File: src/rtl/sni_vc_packetizer_pkg.sv
// -----------------------------------------------------------------------------
// sni_vc_packetizer_pkg
// Shared constants for the SNI virtual-channel packetizer:
//   - flit-type encodings carried in the two MSBs of every flit
//   - FSM state encoding
//   - width helpers for the VC field, the whole flit and the head fields
// -----------------------------------------------------------------------------
package sni_vc_packetizer_pkg;

  // Flit-type encodings
  localparam logic [1:0] FLIT_BODY   = 2'b00;
  localparam logic [1:0] FLIT_TAIL   = 2'b01;
  localparam logic [1:0] FLIT_HEAD   = 2'b10;
  localparam logic [1:0] FLIT_SINGLE = 2'b11;  // header-only packet

  typedef enum logic [1:0] {
    ST_IDLE = 2'd0,
    ST_HEAD = 2'd1,
    ST_DATA = 2'd2
  } state_e;

  // A single VC still needs a 1-bit field so the flit layout stays uniform.
  function automatic int vc_width(input int num_vc);
    return (num_vc > 1) ? $clog2(num_vc) : 1;
  endfunction

  // Flit layout: {type[1:0], vc, payload}
  function automatic int flit_width(input int vc_w, input int payload_w);
    return 2 + vc_w + payload_w;
  endfunction

  // Head payload fields, MSB-first: {dest, src, sn, len}; remaining LSBs are zero.
  function automatic int head_fields_width(input int xy_w, input int sn_w, input int len_w);
    return 4 * xy_w + sn_w + len_w;
  endfunction

endpackage

File: src/rtl/sni_vc_packetizer_vc_credit_counter.sv
// -----------------------------------------------------------------------------
// sni_vc_packetizer_vc_credit_counter
// Credit counter for one virtual channel. Starts at DEPTH (router buffer empty),
// decrements on every flit sent, increments on every credit returned.
//   clk, rst    clock, asynchronous active-high reset
//   consume     a flit is sent on this VC this cycle (only when has_credit)
//   ret         router returned one slot this cycle
//   has_credit  counter > 0
//   overflow    1-cycle flag: return while the counter is already full and
//               nothing is consumed (the return is discarded)
// -----------------------------------------------------------------------------
module sni_vc_packetizer_vc_credit_counter #(
  parameter int DEPTH = 4,
  localparam int CW   = $clog2(DEPTH + 1)
) (
  input  logic clk,
  input  logic rst,
  input  logic consume,
  input  logic ret,
  output logic has_credit,
  output logic overflow
);

  localparam logic [CW-1:0] FULL = CW'(DEPTH);

  logic [CW-1:0] cnt_q;

  assign has_credit = (cnt_q != '0);
  assign overflow   = ret && !consume && (cnt_q == FULL);

  // NOTE: sequential state uses non-blocking assignments so every flop samples
  // pre-edge values regardless of the order blocks are evaluated in.
  always_ff @(posedge clk or posedge rst) begin
    if (rst) begin
      cnt_q <= FULL;
    end else begin
      unique case ({consume, ret})
        2'b10:   cnt_q <= cnt_q - 1'b1;
        // A return at zero is always honoured; a return at full is dropped.
        2'b01:   if (cnt_q != FULL) cnt_q <= cnt_q + 1'b1;
        // Consume and return in the same cycle cancel out.
        default: cnt_q <= cnt_q;
      endcase
    end
  end

endmodule

File: src/rtl/sni_vc_packetizer.sv
// -----------------------------------------------------------------------------
// sni_vc_packetizer
// Turns NI-controller packet requests plus payload words into HEAD/BODY/TAIL
// (or SINGLE) flits on NUM_VC virtual channels, with per-VC credit flow control
// and a per-VC sequence number stamped into each head flit.
//
// Ports
//   clk, rst      clock, asynchronous active-high reset
//   myx, myy      local mesh coordinates (head src field)
//   pkt_valid/ready, pkt_vc, pkt_dest, pkt_len   packet request handshake
//   pl_valid/ready, pl_data                      payload word handshake
//   flit_valid, flit_out  registered flit output {type, vc, payload}; no stall
//   credit_ret    per-VC 1-cycle pulse: one router slot freed
//   credit_err    sticky: a credit came back while its counter was full
//   busy          a packet is in progress
// -----------------------------------------------------------------------------
module sni_vc_packetizer
  import sni_vc_packetizer_pkg::*;
#(
  parameter int XY_WIDTH      = 4,
  parameter int PAYLOAD_WIDTH = 32,
  parameter int NUM_VC        = 2,
  parameter int VC_DEPTH      = 4,
  parameter int SN_WIDTH      = 5,
  parameter int LEN_WIDTH     = 4,
  localparam int VC_W         = vc_width(NUM_VC),
  localparam int FLIT_W       = flit_width(VC_W, PAYLOAD_WIDTH)
) (
  input  logic                     clk,
  input  logic                     rst,
  input  logic [XY_WIDTH-1:0]      myx,
  input  logic [XY_WIDTH-1:0]      myy,
  input  logic                     pkt_valid,
  output logic                     pkt_ready,
  input  logic [VC_W-1:0]          pkt_vc,
  input  logic [2*XY_WIDTH-1:0]    pkt_dest,
  input  logic [LEN_WIDTH-1:0]     pkt_len,
  input  logic                     pl_valid,
  output logic                     pl_ready,
  input  logic [PAYLOAD_WIDTH-1:0] pl_data,
  output logic                     flit_valid,
  output logic [FLIT_W-1:0]        flit_out,
  input  logic [NUM_VC-1:0]        credit_ret,
  output logic                     credit_err,
  output logic                     busy
);

  localparam int HEAD_W = head_fields_width(XY_WIDTH, SN_WIDTH, LEN_WIDTH);

  state_e                    state_q;
  logic [VC_W-1:0]           vc_q;
  logic [2*XY_WIDTH-1:0]     dest_q;
  logic [LEN_WIDTH-1:0]      len_q;
  logic [LEN_WIDTH-1:0]      remaining_q;
  logic [SN_WIDTH-1:0]       sn_q [NUM_VC];

  logic [NUM_VC-1:0]         consume;
  logic [NUM_VC-1:0]         has_credit;
  logic [NUM_VC-1:0]         overflow;
  logic                      cur_has_credit;
  logic                      vc_legal;
  logic                      head_fire;
  logic                      pl_fire;
  logic [PAYLOAD_WIDTH-1:0]  head_payload;

  // ---------------------------------------------------------------------------
  // Per-VC credit counters
  // ---------------------------------------------------------------------------
  for (genvar v = 0; v < NUM_VC; v++) begin : g_credit
    sni_vc_packetizer_vc_credit_counter #(
      .DEPTH (VC_DEPTH)
    ) u_credit (
      .clk        (clk),
      .rst        (rst),
      .consume    (consume[v]),
      .ret        (credit_ret[v]),
      .has_credit (has_credit[v]),
      .overflow   (overflow[v])
    );
  end

  // ---------------------------------------------------------------------------
  // Handshakes and credit consumption
  // ---------------------------------------------------------------------------
  // Compare in 32 bits so a power-of-two NUM_VC does not give a constant compare.
  assign vc_legal       = (32'(pkt_vc) < 32'(NUM_VC));
  assign cur_has_credit = has_credit[vc_q];
  assign head_fire      = (state_q == ST_HEAD) && cur_has_credit;
  assign pl_ready       = (state_q == ST_DATA) && cur_has_credit;
  assign pl_fire        = pl_valid && pl_ready;
  assign pkt_ready      = (state_q == ST_IDLE);
  assign busy           = (state_q != ST_IDLE);

  // NOTE: every combinational output gets a default before any conditional
  // update, so no path leaves it unassigned and no latch is inferred.
  always_comb begin
    consume       = '0;
    consume[vc_q] = head_fire || pl_fire;
  end

  // Head fields packed against the payload MSB, zero-filled below.
  always_comb begin
    head_payload = '0;
    head_payload[PAYLOAD_WIDTH-1 -: HEAD_W] = {dest_q, myx, myy, sn_q[vc_q], len_q};
  end

  // ---------------------------------------------------------------------------
  // FSM, sequence numbers and the registered flit output
  // ---------------------------------------------------------------------------
  always_ff @(posedge clk or posedge rst) begin
    if (rst) begin
      state_q     <= ST_IDLE;
      vc_q        <= '0;
      dest_q      <= '0;
      len_q       <= '0;
      remaining_q <= '0;
      flit_valid  <= 1'b0;
      flit_out    <= '0;
      credit_err  <= 1'b0;
      // NOTE: the SN array is protocol state (the receiver tracks it), so it
      // is reset like any other register rather than treated as storage.
      for (int v = 0; v < NUM_VC; v++) sn_q[v] <= '0;
    end else begin
      flit_valid <= 1'b0;
      credit_err <= credit_err | (|overflow);

      unique case (state_q)
        ST_IDLE: begin
          // Illegal VCs are accepted and silently dropped.
          if (pkt_valid && vc_legal) begin
            vc_q    <= pkt_vc;
            dest_q  <= pkt_dest;
            len_q   <= pkt_len;
            state_q <= ST_HEAD;
          end
        end

        ST_HEAD: begin
          if (head_fire) begin
            flit_valid  <= 1'b1;
            flit_out    <= {(len_q == '0) ? FLIT_SINGLE : FLIT_HEAD, vc_q, head_payload};
            sn_q[vc_q]  <= sn_q[vc_q] + 1'b1;
            remaining_q <= len_q;
            state_q     <= (len_q == '0) ? ST_IDLE : ST_DATA;
          end
        end

        ST_DATA: begin
          if (pl_fire) begin
            flit_valid  <= 1'b1;
            flit_out    <= {(remaining_q == LEN_WIDTH'(1)) ? FLIT_TAIL : FLIT_BODY,
                            vc_q, pl_data};
            remaining_q <= remaining_q - 1'b1;
            if (remaining_q == LEN_WIDTH'(1)) state_q <= ST_IDLE;
          end
        end

        default: state_q <= ST_IDLE;
      endcase
    end
  end

endmodule

File: config.mk
export PLATFORM = sky130hd
export DESIGN_NAME = sni_vc_packetizer
export DESIGN_NICKNAME = d
export VERILOG_FILES = /design/src/rtl/sni_vc_packetizer_pkg.sv /design/src/rtl/sni_vc_packetizer_vc_credit_counter.sv /design/src/rtl/sni_vc_packetizer.sv
export SDC_FILE = /design/constraint.sdc
export NUM_CORES = 1
export LEC_CHECK = 0
export BUFFER_PORTS_ARGS = -buffer_cell sky130_fd_sc_hd__buf_2
export CORE_UTILIZATION = 40
export DETAILED_ROUTE_END_ITERATION = 8
export PLACE_DENSITY = 0.76
export SLEW_MARGIN = 15
export SYNTH_ARGS = -nofsm -noshare
export SYNTH_HDL_FRONTEND = slang
export SYNTH_SLANG_ARGS = --single-unit
File: constraint.sdc
create_clock -name clk -period 2.78 [get_ports clk]
set_input_delay 0.556 -clock clk [delete_from_list [all_inputs] [get_ports clk]]
set_output_delay 0.556 -clock clk [all_outputs]
set_load 0.1 [all_outputs]
# Yosys cells after proc, flatten, opt, wreduce, memory -nomap -nowiden
# Cells that the tools add are included.
dict set report word_totals {
  reg_bits 72
  inputBits 59
  out_inout_bits 40
  elab_cells 100
}
dict set report classes {
  addsub 6
  magnitude_cmp 4
  eq_ne 17
  mux 31
  bitwise 3
  n_reduce_logical 27
}
# operator n
set op_table {}
lappend op_table {{35-bit two-way mux} 2}
lappend op_table {{35-bit case mux with 2 select lines} 1}
lappend op_table {{5-bit two-way mux} 4}
lappend op_table {{3-bit case mux with 2 select lines} 2}
lappend op_table {{10-bit bitwise mux} 1}
lappend op_table {{2-bit two-way mux} 5}
lappend op_table {{1-bit logical AND} 9}
lappend op_table {{4-bit two-way mux} 2}
lappend op_table {{4-bit case mux with 2 select lines} 1}
lappend op_table {{2-bit AND reduction} 4}
lappend op_table {{2-bit nonzero test} 4}
lappend op_table {{1-bit two-way mux} 7}
lappend op_table {{3-bit by 1-bit adder with 3-bit output (second input constant)} 2}
lappend op_table {{2-bit by 1-bit == test with 1-bit output (second input constant)} 3}
lappend op_table {{2-bit == test (second input constant)} 3}
lappend op_table {{3-bit == test (second input constant)} 2}
lappend op_table {{3-bit two-way mux} 2}
lappend op_table {{2-bit by 1-bit != test with 1-bit output (second input constant)} 3}
lappend op_table {{2-bit != test (second input constant)} 3}
lappend op_table {{3-bit != test (second input constant)} 2}
lappend op_table {{2-bit case mux with 3 select lines} 1}
lappend op_table {{3-bit nonzero test} 2}
lappend op_table {{3-bit by 1-bit subtractor with 3-bit output (second input constant)} 2}
lappend op_table {{5-bit by 1-bit adder with 5-bit output (second input constant)} 1}
lappend op_table {{19 further kinds} 20}

# Depth between registers and ports, before layout
# Gate-level depths: netlist of the first run.
dict set report logic_depth {
  ltp_word 12
  depth_mapped 10
  mapped_depth_nobuf 9
}

# Hierarchy
# From an unflattened synthesis of the first run, not the netlist that was laid out.
dict set report unflattened {
  hier_cells 335
  hier_area_um2 3513.4
}
# mod instances cells_each area_each_um2 seq_area_each_um2
set by_module_without_submodules {}
lappend by_module_without_submodules {sni_vc_packetizer 1 287 3075.4 1651.6}
lappend by_module_without_submodules {sni_vc_packetizer_vc_credit_counter 2 24 219.0 76.3}

# Worst setup path after synthesis of the first run
# No wires, ideal clock.
dict set report synth_timing {
  kind {register to output}
  from {reg state_q[0]}
  to {out pl_ready}
  arrival_time_ns 2.938
  required_ns 2.224
  path_slack_ns -0.714
  stages_incl_launch_ff 6
  n_path_buf 1
  path_cell_list {dfrtp_1 inv_1 ha_1 buf_2 inv_1 nor3_1}
}
dict set report synth_between {
  elab_chain_len 2
}
# item line_no
set synth_lines {}
lappend synth_lines {{start: declaration} sni_vc_packetizer.sv:50} ;# state_e state_q;
lappend synth_lines {{start signal: assignment} sni_vc_packetizer.sv:144} ;# state_q <= (len_q == '0) ? ST_IDLE : ST_DATA;
lappend synth_lines {{2-bit == test} sni_vc_packetizer.sv:89} ;# assign pl_ready = (state_q == ST_DATA) && cur_has_credit;
lappend synth_lines {{1-bit logical AND} sni_vc_packetizer.sv:89}
lappend synth_lines {{end: declaration} sni_vc_packetizer.sv:39} ;# output logic pl_ready,
# Every way passes these cells.

# Final worst setup path of the first run
dict set report layout_timing {
  from {reg state_q[1]}
  to {reg g_credit[1].u_credit.cnt_q[2]}
}
dict set report layout_between {
  elab_chain_len 8
  elab_cells_between_ends 13
  cone_classes {eq/ne: 5; mux: 1; bitwise: 1; reduce/logical: 6}
}
# item line_no
set layout_lines {}
lappend layout_lines {{2-bit == test} sni_vc_packetizer.sv:89}
lappend layout_lines {{1-bit logical AND} sni_vc_packetizer.sv:89}
lappend layout_lines {{1-bit logical AND} sni_vc_packetizer.sv:90} ;# assign pl_fire = pl_valid && pl_ready;
lappend layout_lines {{1-bit logical OR (*)} sni_vc_packetizer.sv:98} ;# consume[vc_q] = head_fire || pl_fire;
lappend layout_lines {{2-bit AND (no line) (*)} --}
lappend layout_lines {{2-bit by 1-bit == test with 1-bit output or 2-bit == test (tied branches)} sni_vc_packetizer_vc_credit_counter.sv:37} ;# unique case ({consume, ret})
lappend layout_lines {{2-bit by 1-bit != test with 1-bit output (no line) or 2-bit nonzero test (tied branches)} --}
lappend layout_lines {{2-bit AND reduction (no line)} --}
lappend layout_lines {{end signal: assignment} sni_vc_packetizer_vc_credit_counter.sv:38} ;# 2'b10: cnt_q <= cnt_q - 1'b1;
lappend layout_lines {{end signal: assignment} sni_vc_packetizer_vc_credit_counter.sv:40} ;# 2'b01: if (cnt_q != FULL) cnt_q <= cnt_q + 1'b1;
lappend layout_lines {{end signal: assignment} sni_vc_packetizer_vc_credit_counter.sv:42} ;# default: cnt_q <= cnt_q;
lappend layout_lines {{end: declaration} sni_vc_packetizer_vc_credit_counter.sv:26} ;# logic [CW-1:0] cnt_q;
# Mark *: on every way between the ends. The rest lies on a longest branch, timed or not.
# A chain may end at the register's enable or synchronous reset.

==> results.md, run 1 <==
- Ys Warns: 0
- Yosys reg bits: 72
- Mapped Area: 3700 um2
- DR vias/cell: 5.52
- Ant. Diodes: 0
- Skew final: 0.00812 ns
- Worst rel slew slack: 0.478
- Fillcell total: 817
- Critical Path RT: 3.06 ns
- First-pass GRT wire length: 14400 um
- Post-synth top area share: 0.473
- Vias: 3092
- Die height: 98.2 um
- Final hold viol count: 0
- DR iter-0 viols: 96
- Row count: 34
- Final net count: 515
- Hold Path Class: primary input to async pin
- H-Tree Depth: 3
- Violated checks: DRC
- Latest clock arrival within the worst-skew pair: 0.34 ns
- Clock sinks: 72
- Post-CTS Setup Inserts: 0
- Count of flip-flops with a built-in enable after synthesis: 0
- Multi-input logic area: 1770 um2
- GP Congestion: 0.823
- Post-DP HPWL: 6340 um
- Hold buffer count at cts: 0
- Critical path data arrival time: 2.90 ns
- Final setup fails: 0
- Area added between synthesis and finish: 22.5%
- Cells after Synth: 350
- Max-cap viol count: 0
- Cell accounting for the most synthesized area: dfrtp_1
- Total global-route track usage: 0.187
- Library cells used by synthesis: 54
- WL/cell: 15.8 um
- Maximum root-to-sink buffer count: 2
- Critical Path Source Type: flip-flop
- IO Count: 99
- Routed Antenna Nets: 0
- Initial Util: 0.419
- Leading post-synthesis cells by cell area: dfrtp_1, mux2_2, mux2i_1, o22ai_1, a21oi_1
- Ys async rst share: 1.00
- Commonest non-fill, non-tap cell in the layout: buf_2
- Setup CP Type: flip-flop to flip-flop
- Reg clk slew, reported paths: 0.08 ns
- Die area: 9650 um2
- Status: finished with violations
- Number of global-route vias before repair: 3017
- CP Capture Type: flip-flop
- Die width: 98.2 um
- IO buf count: 98
- Core Area: 8850 um2
- Fin. max-slew vios: 0
- Clock root cell: clkbuf_8
- Layout cells sized above 1: 0.347
- Drt pass-1 iters: 6
- Prevailing post-synth register cell: dfrtp_1
- CTS Buf Count: 9
- Remaining DRCs: 4
- Max Fclk: 382 MHz
- Congestion Overflow GR: 0
- Most frequent cells in the layout: buf_2, dfrtp_1, a21oi_1, o22ai_1, nand3_1
- Slew @ Worst Pin: 0.781 ns
- Storage element area: 1800 um2
- Fin crit share: 0.942
- Seq/Total Area, Yosys: 0.487
- Post-Route WL: 8860 um
- Largest net degree at the start of global routing: 51
- Initial antenna violation count: 0
- Mean Syn Cell Area: 10.6 um2
- Minimum clock period: 2.62 ns
- Final core occ: 0.513
- CTS tree: yes
- Max FO, Critical Path: 6
- Post-synthesis net count: 417
## cells in the mapped netlist, types with 7 or more instances
cell,instances
a21oi_1,31
nand3_1,29
mux2_2,21
nor2_1,16
mux2i_1,21
o22ai_1,29
inv_1,9
o21ai_0,7
nand2_1,24
xnor2_1,9
dfrtp_1,70
## path summary, 6_finish.rpt
path / end / cells past startpoint / start / slack (ns)
setup reg to reg: g_credit[1].u_credit.cnt_q[2] / 9 / state_q[1] / 0.16
hold reg to reg: sn_q[5] / 1 / sn_q[5] / 0.46
hold / removal: flit_out[29] / 2 / rst / 0.23
min in group clk: dest_q[5] / 2 / pkt_dest[5] / 0.44
max in group asynchronous: g_credit[0].u_credit.cnt_q[2] / 3 / rst / 1.85
setup / recovery: g_credit[1].u_credit.cnt_q[2] / 9 / state_q[1] / 0.16
## critical path, stage by stage (launching register included)
cell and delay [ns]:
dfrtp_1 0.38, inv_1 0.07, ha_1 0.25, a21oi_1 0.20, nand2b_4 0.18, o21ai_0 0.12, fa_1 0.49, or4_1 0.54
a21oi_1 0.18, a311o_1 0.14
## flip-flops by register name, summed over array words and instances (netlist names)
register                 cells
flit_out                    35
dest_q                       8
credit_err                   1
remaining_q                  4
flit_valid                   1
sn_q                        10
len_q                        4
state_q                      2
g_credit.u_credit.cnt_q      6
vc_q                         1
## per-layer routing
metal,up-vias,global-route usage,share of wire
met1,1514,0.236,0.44
met4,0,0.0574,0.014
met5,-,0,0
met3,13,0.0494,0.045
li1,1491,-,-
met2,74,0.316,0.50
## area by class of cell
cell class	count	area share
flip-flops and latches	72	0.398
multi-input cells	249	0.390
repair buffers	107	0.132
clock buffers	11	0.0312
well taps	108	0.0298
clock inverters	4	0.0119
inverters	9	0.00744
## logic make-up after synthesis
family,synth area share
compound gates,0.157
buf+inv,0.0395
simple gates,0.130
xor+xnor,0.0307
fa+ha+maj,0.0311
flops,0.487
mux,0.125
## stage by stage
step	setup WS (ns)	hold slack, ns	TNS, ns	cell area, um2	cells
global placement	0.318	0.451	0	4320	545
finish	0.162	0.228	0	4540	560
floorplan	0.131	0.436	0	3710	350
global route	-0.0155	0.252	-0.0155	4540	560
detailed placement	0.160	0.455	0	4320	545
CTS	0.0701	0.226	0	4520	560
## repair_timing
item	in CTS	in global routing
pin swaps	0	0
gates resized for setup	1	5
setup endpoints to repair	1	7
endpoints found under the hold margin	0	0
Power of run 1 is not shown: default switching activity piles up to over one toggle a cycle in this logic, so the estimate is an artifact.
==> run 2, diff against run 1 <==
--- a/config.mk
+++ b/config.mk
@@ -7,8 +7,10 @@
 export LEC_CHECK = 0
 export BUFFER_PORTS_ARGS = -buffer_cell sky130_fd_sc_hd__buf_2
 export CORE_UTILIZATION = 40
+export CTS_BUF_LIST = sky130_fd_sc_hd__clkbuf_4
 export DETAILED_ROUTE_END_ITERATION = 8
 export PLACE_DENSITY = 0.76
+export SKIP_LAST_GASP = 1
 export SLEW_MARGIN = 15
 export SYNTH_ARGS = -nofsm -noshare
 export SYNTH_HDL_FRONTEND = slang
==> run 2 against run 1 <==
The flow still finishes with violations (DRC). Largest cell class unchanged. Clock skew increased by 0.0096 ns. Die area stayed put. Cell count did not move. Worst hold slack lost 0.086 ns. Flip-flop and latch count did not move. Fmax shrank 2.7%. Design area down 1.4%. Global-route usage grew 0.14 points. Critical endpoint is now pl_ready.
==> results.md, run 2 (synthesis results as in run 1) <==
- Status: finished with violations
- Violated checks: DRC
- Die height: 98.2 um
- Max FFs per register: 35
- Initial Util: 0.419
- Die area: 9650 um2
- WP buf/inv: 4
- Number of global-route vias before repair: 3019
- Final net count: 515
- First-pass GRT wire length: 14400 um
- Minimum clock period: 2.69 ns
- Maximum root-to-sink buffer count: 2
- Vias: 3077
- Max-cap viol count: 0
- Slew @ Worst Pin: 0.795 ns
- Largest registers: flit_out (35), sn_q (10), dest_q (8)
- GP Congestion: 0.823
- Area added between synthesis and finish: 20.8%
- Row count: 34
- Routed Antenna Nets: 0
- WL/cell: 15.7 um
- Critical Path Source Type: flip-flop
- CP Capture Type: output port
- DR vias/cell: 5.49
- Fin. max-slew vios: 0
- Worst rel slew slack: 0.469
- Post-Route WL: 8780 um
- CTS Buf Count: 9
- Hold buffer count at cts: 0
- Total global-route track usage: 0.189
- DR iter-0 viols: 91
- Worst-path cell chain: inv_1 -> ha_1 -> buf_12 -> inv_1 -> nor3_2 -> buf_12
- Latest clock arrival within the worst-skew pair: 0.42 ns
- Setup CP Type: flip-flop to output port
- H-Tree Depth: 3
- CP max stage delay: 0.41 ns
- Critical path's top delay family: buffers and inverters
- Worst R2R Path Depth: 9
- R2r setup slk: 0.16 ns
- Largest reg by FF count: flit_out
- Clock sinks: 72
- CTS tree: yes
- Post-DP HPWL: 6340 um
- Setup TNS: 0 ns
- Max FO, Critical Path: 44
- Skew final: 0.0177 ns
- Critical Path RT: 2.22 ns
- Ant. Diodes: 0
- IO Count: 99
- Clock root cell: clkbuf_4
- Slowest CP cell: dfrtp_1
- Die width: 98.2 um
- FF-to-FF Start: state_q[1]
- Max Fclk: 372 MHz
- Congestion Overflow GR: 0
- Core Area: 8850 um2
- Largest net degree at the start of global routing: 51
- Commonest non-fill, non-tap cell in the layout: buf_2
- Initial antenna violation count: 0
- Final core occ: 0.506
- Fin cells: 560
- Final setup fails: 0
- Placed insts: 545
- Reg clk slew, reported paths: 0.12 ns
- IO buf count: 98
- Remaining DRCs: 4
- Final hold viol count: 0
- Fin crit share: 0.968
- Critical R2R Capture: g_credit[1].u_credit.cnt_q[2]
- Unrepaired setup endpoints after global routing: true
- Drt pass-1 iters: 6
- Hold Path Class: primary input to async pin
- Critical path data arrival time: 2.13 ns
- Layout cells sized above 1: 0.347
- Most frequent cells in the layout: buf_2, dfrtp_1, a21oi_1, o22ai_1, nand3_1
==> run 2: cell types whose count changed in the layout (fill, tap and decap cells not counted) <==
cell | before | now
clkbuf_4 | 0 | 10
clkbuf_8 | 10 | 0
clkbuf_1 | 1 | 0
clkinv_1 | 0 | 1
==> run 2: per-stage QoR <==
step | hold WS [ns] | worst slack, ns | instance area [um2]
CTS | 0.134 | 0.0263 | 4460
global route | 0.142 | -0.0518 | 4480
global placement | 0.451 | 0.318 | 4320
detailed placement | 0.455 | 0.160 | 4320
floorplan | 0.436 | 0.131 | 3710
finish | 0.142 | 0.0891 | 4480
==> run 2: final cells by class <==
| cell class | count | area (um2) |
|---|---|---|
| fillers | 814 | 4370 |
| flip-flops and latches | 72 | 1800 |
| multi-input cells | 249 | 1770 |
| repair buffers | 107 | 598 |
| well taps | 108 | 135 |
| clock buffers | 10 | 75.1 |
| clock inverters | 5 | 57.6 |
| inverters | 9 | 33.8 |
==> run 2: what timing repair did <==
| item | 4_1_cts | 5_1_grt |
|---|---|---|
| setup buffers | 0 | 0 |
| setup endpoints to repair | 1 | 7 |
| gates cloned | 0 | 0 |
| hold endpoints to repair | 0 | 0 |
| gates resized for setup | 2 | 3 |
==> run 2: layer usage <==
layer,global-route usage,up-vias,part of all wire
met5,0,-,0
met4,0.0608,0,0.011
met3,0.0515,12,0.050
met2,0.316,74,0.51
met1,0.237,1493,0.43
li1,-,1498,-
==> run 2: worst max-delay path by stage <==
stage               startpoint                       endpoint  cells after the start
floorplan           state_q[0]                       pl_ready                      5
global placement      pl_valid  g_credit[1].u_credit.cnt_q[2]                      8
detailed placement  state_q[1]                   flit_out[24]                      7
CTS                 state_q[0]                       pl_ready                      6
global route        state_q[0]                       pl_ready                      6
finish              state_q[0]                       pl_ready                      6
Power of run 2 is left out for the same reason.
==> run 3, diff against run 2 <==
--- a/config.mk
+++ b/config.mk
@@ -9,9 +9,9 @@
 export CORE_UTILIZATION = 40
 export CTS_BUF_LIST = sky130_fd_sc_hd__clkbuf_4
 export DETAILED_ROUTE_END_ITERATION = 8
-export PLACE_DENSITY = 0.76
+export PLACE_DENSITY = 0.73
+export SETUP_SLACK_MARGIN = 0.5
 export SKIP_LAST_GASP = 1
-export SLEW_MARGIN = 15
 export SYNTH_ARGS = -nofsm -noshare
 export SYNTH_HDL_FRONTEND = slang
 export SYNTH_SLANG_ARGS = --single-unit
==> constraint.sdc (replaced) <==
create_clock -name clk -period 3.15 [get_ports clk]
set_input_delay 0.63 -clock clk [delete_from_list [all_inputs] [get_ports clk]]
set_output_delay 0.63 -clock clk [all_outputs]
set_load 0.1 [all_outputs]
==> run 3 against run 2 <==
The run still ends with DRC left. Clock-buffer cell count is the same. Critical path depth grew 3. Global-route usage grew 0.54 points. Core utilization grew 0.75 points. Via count grew 1.7%. Largest cell class unchanged. Wire length grew 3.1%. Flip-flop and latch count is the same. Sequential share of layout area shrank 0.59 points.
==> results.md, run 3 (synthesis results as in run 1) <==
- Status: finished with violations
- Violated checks: DRC
- H-Tree Depth: 3
- Critical path data arrival time: 2.92 ns
- Largest reg by FF count: flit_out
- Reg clk slew, reported paths: 0.13 ns
- DR vias/cell: 5.55
- Ant. Diodes: 0
- Clock sinks: 72
- CP Capture Type: flip-flop
- Initial antenna violation count: 0
- Hold Path Class: primary input to async pin
- Max FFs per register: 35
- DR iter-0 viols: 141
- Hold WS: 0.279 ns
- Total global-route track usage: 0.194
- Fin cells: 564
- CTS Buf Count: 9
- Critical Path RT: 3.52 ns
- GP Congestion: 0.814
- Remaining DRCs: 2
- Unrepaired setup endpoints after global routing: false
- Hold buffer count at cts: 0
- Worst rel slew slack: 0.483
- Post-Route WL: 9050 um
- Area added between synthesis and finish: 22.6%
- CTS tree: yes
- Fin crit share: 0.809
- Max-cap viol count: 0
- Latest clock arrival within the worst-skew pair: 0.44 ns
- Initial Util: 0.419
- Final hold viol count: 0
- Skew final: 0.0138 ns
- Core Area: 8850 um2
- Largest registers: flit_out (35), sn_q (10), dest_q (8)
- R2r setup slk: 0.60 ns
- Final setup fails: 0
- IO buf count: 98
- Vias: 3128
- Setup TNS: 0 ns
- First-pass GRT wire length: 14800 um
- Largest net degree at the start of global routing: 45
- Most frequent cells in the layout: buf_2, dfrtp_1, a21oi_1, o22ai_1, nand3_1
- WL/cell: 16.0 um
- Row count: 34
- Fin. max-slew vios: 0
- Commonest non-fill, non-tap cell in the layout: buf_2
- Clock root cell: clkbuf_4
- Critical Path Source Type: flip-flop
- Die width: 98.2 um
- Slew @ Worst Pin: 0.774 ns
- Minimum clock period: 2.55 ns
- Max FO, Critical Path: 5
- Die height: 98.2 um
- Post-DP HPWL: 6280 um
- IO Count: 99
- Die area: 9650 um2
- Placed insts: 544
- Final net count: 518
- Congestion Overflow GR: 0
- Drt pass-1 iters: 8
- Layout cells sized above 1: 0.364
- Maximum root-to-sink buffer count: 2
- Max Fclk: 392 MHz
- Number of global-route vias before repair: 3066
- Setup CP Type: flip-flop to flip-flop
- Routed Antenna Nets: 0
==> run 3: worst max-delay path: stages, from the launching register on <==
cell      delay [ns]
dfrtp_1         0.41
buf_4           0.15
ha_4            0.18
a21oi_2         0.17
nand2b_4        0.16
o21ai_0         0.11
fa_1            0.49
or3_1           0.36
and3_1          0.17
a311o_1         0.26
==> run 3: stage by stage <==
stage / setup slack, ns / area [um2] / utilization
floorplan: 0.515 / 3710 / -
global placement: 0.468 / 4300 / 0.486
detailed placement: 0.361 / 4300 / 0.486
CTS: 0.410 / 4480 / 0.506
global route: 0.475 / 4540 / 0.513
finish: 0.601 / 4540 / 0.513
==> run 3: repair_timing <==
| action | 4_1_cts | 5_1_grt |
|---|---|---|
| setup endpoints to repair | 7 | 2 |
| cloned | 0 | 1 |
| hold endpoints to repair | 0 | 0 |
| pin swaps | 0 | 2 |
| buffers inserted | 1 | 2 |
| gates resized for setup | 5 | 4 |
==> run 3: worst paths after layout <==
check | endpoint | startpoint | cells after the start
setup / recovery | g_credit[1].u_credit.cnt_q[2] | state_q[1] | 9
hold / removal | flit_out[28] | rst | 3
setup reg to reg | g_credit[1].u_credit.cnt_q[2] | state_q[1] | 9
hold reg to reg | sn_q[5] | sn_q[5] | 1
max in group asynchronous | g_credit[0].u_credit.cnt_q[2] | rst | 3
min in group clk | len_q[3] | pkt_len[3] | 2
==> run 3: cell type report <==
| type | count | area, um2 |
|---|---|---|
| Timing Repair Buffer | 110 | 626 |
| Clock buffer | 10 | 75.1 |
| Inverter | 9 | 37.5 |
| Fill cell | 831 | 4310 |
| Sequential cell | 72 | 1800 |
| Tap cell | 108 | 135 |
| Clock inverter | 6 | 68.8 |
| Multi-Input combinational cell | 249 | 1800 |
==> run 3: routing by layer <==
layer,part of all wire,wire [um],vias up,global-route usage
met5,0,0,-,0
met4,0.011,98,0,0.0689
met3,0.048,437,10,0.0494
met2,0.49,4410,95,0.318
met1,0.45,4100,1526,0.249
li1,-,-,1497,-
Power of run 3 is left out for the same reason.
